### src/rtl/add_pkg.sv
// Shared helpers for the pipelined adder: chunk sizing and parameter legality.
package add_pkg;

  function automatic int chunk_w(input int width, input int stages);
    return width / stages;
  endfunction

  // Legal when the word splits into equal, non-empty chunks.
  function automatic bit cfg_ok(input int width, input int stages);
    return (width >= 2) && (stages >= 1) && (stages <= width) && ((width % stages) == 0);
  endfunction

endpackage

### src/rtl/add_chunk.sv
// Combinational CW-bit ripple adder built from full-adder cells.
// c_msb is the carry into the top bit, used for signed overflow.
module fadd (
  input  logic a,
  input  logic b,
  input  logic ci,
  output logic s,
  output logic co
);
  assign s  = a ^ b ^ ci;
  assign co = (a & b) | (ci & (a ^ b));
endmodule

module add_chunk #(
  parameter int CW = 4
) (
  input  logic [CW-1:0] a,
  input  logic [CW-1:0] b,
  input  logic          ci,
  output logic [CW-1:0] s,
  output logic          co,
  output logic          c_msb
);
  logic [CW:0] c;

  assign c[0] = ci;

  for (genvar i = 0; i < CW; i++) begin : bit_g
    fadd u_fa (.a(a[i]), .b(b[i]), .ci(c[i]), .s(s[i]), .co(c[i+1]));
  end

  assign co    = c[CW];
  assign c_msb = c[CW-1];
endmodule

### src/rtl/add_pipe.sv
// Pipelined adder/subtractor: one CW-bit chunk per stage, carry registered between
// stages, global stall on output back-pressure (bubbles are held, not collapsed).
module add_pipe
  import add_pkg::*;
#(
  parameter int WIDTH  = 16,
  parameter int STAGES = 4
) (
  input  logic             clk,
  input  logic             rst_n,
  input  logic             in_valid,
  output logic             in_ready,
  input  logic             sub,
  input  logic             cin,
  input  logic [WIDTH-1:0] num1,
  input  logic [WIDTH-1:0] num2,
  output logic             out_valid,
  input  logic             out_ready,
  output logic [WIDTH-1:0] out,
  output logic             cout,
  output logic             ovf
);
  localparam int CW = chunk_w(WIDTH, STAGES);

  if (!cfg_ok(WIDTH, STAGES)) begin : bad_cfg
    $error("add_pipe: WIDTH must be >= 2 and divisible by STAGES (1..WIDTH)");
  end

  logic             advance;
  logic [WIDTH-1:0] b_eff;
  logic             c_eff;

  assign b_eff    = sub ? ~num2 : num2;
  assign c_eff    = sub | cin;
  assign advance  = !out_valid || out_ready;
  assign in_ready = advance;

  // Stage g holds the low (g+1) result chunks and the still-unused upper operand chunks.
  for (genvar g = 0; g < STAGES; g++) begin : stg
    localparam int RW = (g + 1) * CW;
    localparam int OW = WIDTH - RW;

    logic [CW-1:0] a_c, b_c, s_c;
    logic          ci, co, cm;
    logic          v_in;
    logic [RW-1:0] r_d;
    logic          v_q, c_q;
    logic [RW-1:0] r_q;

    if (g == 0) begin : src
      assign a_c  = num1[CW-1:0];
      assign b_c  = b_eff[CW-1:0];
      assign ci   = c_eff;
      assign v_in = in_valid;
      assign r_d  = s_c;
    end else begin : src
      assign a_c  = stg[g-1].opr.a_q[CW-1:0];
      assign b_c  = stg[g-1].opr.b_q[CW-1:0];
      assign ci   = stg[g-1].c_q;
      assign v_in = stg[g-1].v_q;
      assign r_d  = {s_c, stg[g-1].r_q};
    end

    add_chunk #(.CW(CW)) u_chunk (
      .a(a_c), .b(b_c), .ci(ci), .s(s_c), .co(co), .c_msb(cm)
    );

    always_ff @(posedge clk or negedge rst_n) begin
      if (!rst_n) begin
        v_q <= 1'b0;
        c_q <= 1'b0;
        r_q <= '0;
      end else if (advance) begin
        v_q <= v_in;
        c_q <= co;
        r_q <= r_d;
      end
    end

    if (OW > 0) begin : opr
      logic [OW-1:0] a_q, b_q, a_d, b_d;

      if (g == 0) begin : fwd
        assign a_d = num1[WIDTH-1:CW];
        assign b_d = b_eff[WIDTH-1:CW];
      end else begin : fwd
        assign a_d = stg[g-1].opr.a_q[OW+CW-1:CW];
        assign b_d = stg[g-1].opr.b_q[OW+CW-1:CW];
      end

      always_ff @(posedge clk or negedge rst_n) begin
        if (!rst_n) begin
          a_q <= '0;
          b_q <= '0;
        end else if (advance) begin
          a_q <= a_d;
          b_q <= b_d;
        end
      end
    end

    if (g == STAGES - 1) begin : lst
      logic ovf_q;
      always_ff @(posedge clk or negedge rst_n) begin
        if (!rst_n)       ovf_q <= 1'b0;
        else if (advance) ovf_q <= co ^ cm;
      end
    end
  end

  assign out_valid = stg[STAGES-1].v_q;
  assign out       = stg[STAGES-1].r_q;
  assign cout      = stg[STAGES-1].c_q;
  assign ovf       = stg[STAGES-1].lst.ovf_q;

endmodule

### config.mk
export PLATFORM = sky130hd
export DESIGN_NAME = add_pipe
export DESIGN_NICKNAME = d
export VERILOG_FILES = /design/src/rtl/add_pkg.sv /design/src/rtl/add_chunk.sv /design/src/rtl/add_pipe.sv
export SDC_FILE = /design/constraint.sdc
export NUM_CORES = 1
export LEC_CHECK = 0
export BUFFER_PORTS_ARGS = -buffer_cell sky130_fd_sc_hd__buf_2
export CAP_MARGIN = 20
export CORE_ASPECT_RATIO = 0.5
export CORE_MARGIN = 2
export CORE_UTILIZATION = 40
export CTS_CLUSTER_DIAMETER = 200
export DETAILED_ROUTE_END_ITERATION = 10
export GPL_TIMING_DRIVEN = 0
export SETUP_SLACK_MARGIN = 0.1
export SLEW_MARGIN = 30
export SYNTH_ARGS = -nofsm -noshare
export SYNTH_HDL_FRONTEND = slang
export SYNTH_SLANG_ARGS = --single-unit
### constraint.sdc
create_clock -name clk -period 2.65 [get_ports clk]
set_clock_uncertainty 0.15 [all_clocks]
set_input_delay 0.3975 -clock clk [delete_from_list [all_inputs] [get_ports clk]]
set_output_delay 0.3975 -clock clk [all_outputs]
set_load 0.005 [all_outputs]
After elaboration in Yosys (flattened, before gate mapping)
Cells that the tools add are included.
{ "word_totals": {"reg_bits": 97, "input_bits": 38, "word_cells": 105} }
{ "op_classes": {"mux": 1, "bitwise_logic": 83, "n_reduce_logical": 2} }
{ "ops": {"columns": ["cell", "count"], "rows": [
  ["$xor A1 B1 Y1", 33],
  ["$and A1 B1 Y1", 32],
  ["$or A1 B1 Y1", 17],
  ["$mux W16", 1],
  ["$not A16 Y16", 1],
  ["$logic_not A1 Y1", 1],
  ["$logic_or A1 B1 Y1", 1]
]} }

Logic depth before layout (Yosys ltp)
{ "depth": {"word_depth": 11, "mapped_depth": 9, "depth_no_buf": 9} }

Modules after synthesis
A second synthesis with hierarchy kept.
{ "hier_totals": {"cells_unflattened": 242, "area_unflattened_um2": 4164.0} }
{ "by_module_without_submodules": {"columns": ["module", "n_inst", "cells_each", "area_each_um2"], "rows": [
  ["add_pipe", 1, 226, 3843.7],
  ["fadd", 16, 1, 20.0]
]} }

Worst setup path before layout
Ideal clock, no wire load.
{ "synth_path": {"kind": "input to register", "startpoint": "in sub", "endpoint": "reg stg[0].r_q[3]", "t_arrival_ns": 2.758, "t_required_ns": 2.375, "slack_ns": -0.383, "path_stages": 9, "path_buffers": 2, "path_cell_list": "buf_2 buf_4 xnor2_1 fa_1 fa_1 fa_1 inv_1 fa_1 mux2_4"} }
{ "synth_between": {"elab_chain_len": 9} }
{ "synth_rtl": {"columns": ["element", "line", "rtl"], "rows": [
  ["from (decl)", "add_pipe.sv:13", "input logic sub,"],
  ["$mux W16", "add_pipe.sv:33", "assign b_eff = sub ? ~num2 : num2;"],
  ["$xor A1 B1 Y1", "add_chunk.sv:11", "assign co = (a & b) | (ci & (a ^ b));"],
  ["$and A1 B1 Y1", "add_chunk.sv:11", null],
  ["$or A1 B1 Y1", "add_chunk.sv:11", null],
  ["$and A1 B1 Y1", "add_chunk.sv:11", null],
  ["$or A1 B1 Y1", "add_chunk.sv:11", null],
  ["$and A1 B1 Y1", "add_chunk.sv:11", null],
  ["$or A1 B1 Y1", "add_chunk.sv:11", null],
  ["$xor A1 B1 Y1 (*)", "add_chunk.sv:10", "assign s = a ^ b ^ ci;"],
  ["net stg[0].u_chunk.bit_g[3].u_fa.s", "add_chunk.sv:7", "output logic s,"],
  ["to (signal assigned)", "add_pipe.sv:76", "r_q <= r_d;"],
  ["to (decl)", "add_pipe.sv:48", "logic [RW-1:0] r_q;"]
]} }
Mark *: on every way through the listed nets, which the timed path passes. The rest lies on a longest branch.
A chain may end at the register's enable or synchronous reset.

Worst setup path in the final report
Same ends and word-level chain as after synthesis.

==> key figures <==
Status
  – Status: finished clean

Cells and area
  – Antenna diodes: 0
  – Finished Core Util: 50.34%
  – P&R area growth vs syn: 21.75%
  – FF+latch area: 2427 µm²
  – Nets: 407
  – Fin area: 5175 µm²
  – Non-Filler Instances: 498
  – Multi-input logic area: 1665 µm²
  – FILL cells: 904
  – Share of cells above drive strength 1: 53.07%

Yosys
  – Mapped Nets: 334
  – Synth unique cells: 18
  – Synth Cell Area: 4250 µm²
  – Syn Area/Cell: 15.18 µm²
  – Post-Syn Instances: 280
  – YS warnings: 0
  – Sequential fraction of the synthesis area: 57.11%
  – #FFs+latches synth: 97

Pwr
  – VDD IR-drop max: 0.0004170 V
  – Pleak: 0.002321 µW
  – Pwr/cell area: 1152 nW/µm²

Global route
  – Gr usage total: 15.48%
  – Initial antenna violation count: 0
  – Congestion Overflow GR: 0
  – Vias in the first global route: 2612
  – First-pass GRT wire length: 13.50 mm
  – Largest net degree at the start of global routing: 75

STA
  – Max Fclk: 0.3982 GHz
  – Setup TNS: 0 ps
  – # setup viols final: 0
  – Fin Hold WS: 143.3 ps
  – RSZ-0062 raised after global routing: false
  – Hold Vio Cnt, Final: 0
  – Slew @ Worst Pin: 657.9 ps
  – Slew margin rel.: 56.14%
  – Max Transition Viols Final: 0
  – Post-route minimum period: 2511 ps
  – Fin crit share: 94.77%

Clock tree
  – H-tree depth: 3
  – Clk Latency, worst-skew pair: 330 ps
  – Maximum clock path buffer count: 2
  – Clk root buf: clkbuf_16
  – Reg clk slew, reported paths: 70 ps
  – Cts bufs inserted: 9
  – CTS sink cnt: 97
  – CTS tree: done

Detailed routing
  – WL final: 8.055 mm
  – DRT iter0 DRCs: 78
  – Vias: 2359
  – Post-route ant nets: 0
  – Drt wl/cell: 16.17 µm
  – Pre-antenna DRT Iters: 4
  – Residual DRC: 0
  – Vias/cell: 4.737

Floorplan
  – Die footprint: 11520 µm²
  – CORE AREA: 10280 µm²
  – Number of core rows: 26
  – Initial Util: 41.35%
  – Ports: 58
  – Die X: 149.8 µm
  – Die Span Y: 76.89 µm

Placed design
  – Dpl cell area: 4755 µm²
  – Inst Count DP: 477
  – PortBufs: 56
  – Final HPWL DP: 5.620 mm
  – RD Place Congestion: 0.7197

Critical path
  – CP Max Fanout: 3
  – CP endpoint kind: register
  – Startpoint types: input port
  – Worst path arrival time: 2580 ps
  – R2R setup slack: 240 ps
  – Critical path type: input port to register
  – Worst path required time: 2720 ps

Min path
  – Hold WC Path Type: input port to register

Run
  – Max_cap viols: 0
-- critical path: stages --
cell and delay, ps:
buf_12 100, buf_12 120, xnor2_4 120, fa_2 390, fa_2 360, fa_2 350
inv_2 70, fa_1 390, mux2_4 260
-- synthesized netlist by cell type --
library cell | number | area (µm²)
xnor2_1 | 6 | 52.55
mux2_4 | 3 | 45.04
mux2_2 | 79 | 889.6
buf_4 | 1 | 7.510
nor3b_1 | 11 | 82.58
xor2_1 | 11 | 96.34
clkbuf_1 | 2 | 7.510
fa_1 | 16 | 320.3
nor2_1 | 1 | 3.750
nand2b_1 | 1 | 6.260
buf_2 | 8 | 40.04
a21oi_1 | 2 | 10.01
buf_6 | 4 | 45.04
a21oi_2 | 9 | 78.83
nand2b_4 | 1 | 13.76
inv_1 | 25 | 93.84
mux2i_1 | 3 | 30.03
dfrtp_1 | 97 | 2427
-- through the flow --
stage,setup WS (ps),total power (µW)
2_1_floorplan,-229.6,3938
3_3_place_gp,-381.6,4467
3_5_place_dp,-428.6,4581
4_1_cts,6.375,6056
5_1_grt,107.3,6414
6_report,138.7,5964
-- routing by layer --
layer / GRT usage (%) / wire, µm
met1: 21.62 / 3976
met2: 23.58 / 3647
met3: 4.881 / 354
met4: 3.962 / 76
met5: 0 / 0
-- flip-flops by register name, indices dropped and copies added (netlist names) --
signal       cells
out_valid        1
stg.v_q          3
stg.opr.b_q     24
out             16
ovf              1
cout             1
stg.opr.a_q     24
stg.r_q         24
stg.c_q          3
-- repair_timing --
item                       in CTS  in global routing
gates resized for setup        10                  2
hold buffers                    1                  0
setup buffers                   4                  0
hold endpoints to repair       23                  0
setup endpoints to repair       2                  4
pin swaps                       5                  5
-- report_power, final --
part           switching [µW]  internal [µW]  total, µW
registers                 339           2150       2490
clock network             535            879       1410
logic                     883           1180       2060
total                    1760           4210       5960
-- final timing paths --
| path | from | depth (start not counted) | endpoint |
|---|---|---|---|
| min | num1[15] | 2 | stg[0].opr.a_q[11]$_DFFE_PN0P_ |
| max in group asynchronous | rst_n | 3 | stg[0].opr.a_q[5]$_DFFE_PN0P_ |
| max | sub | 9 | stg[0].r_q[3]$_DFFE_PN0P_ |
| min in group asynchronous | rst_n | 2 | out[1]$_DFFE_PN0P_ |
| max reg2reg | stg[2].c_q$_DFFE_PN0P_ | 9 | ovf$_DFFE_PN0P_ |
| min reg2reg | stg[2].v_q$_DFFE_PN0P_ | 1 | out_valid$_DFFE_PN0P_ |
-- area by class of cell --
| class | instances | area share (%) |
|---|---|---|
| sequential | 97 | 46.91 |
| inverter | 25 | 1.813 |
| multi-input combinational | 143 | 32.18 |
| buffer | 15 | 2.466 |
| clock inverter | 4 | 1.451 |
| clock buffer | 12 | 4.956 |
| tap | 140 | 3.385 |
| timing repair buffer | 62 | 6.842 |
-- logic make-up (layout without fill, tap and decap cells) --
logic type,after synthesis,in the layout,share of synthesized area [%]
adders and majority gates,16,16,7.536
DFF,97,97,57.11
AOI/OAI and AO/OA,11,11,2.090
xor gates and xnor gates,17,17,3.503
buffers and inverters,40,118,4.563
and+or+nand+nor,14,14,2.502
muxes,85,85,22.70
-- placed cells by master (no fill, tap or decap), types with 3 or more instances in the layout --
cell type	instances
nor3b_1	11
a21oi_2	9
clkbuf_1	3
mux2_4	3
fa_2	7
buf_6	5
dfrtp_1	97
fa_1	9
buf_4	4
clkbuf_16	9
xnor2_1	5
inv_1	24
mux2i_1	3
mux2_2	79
xor2_1	11
buf_2	62
Power figures use the tool's default switching activity.
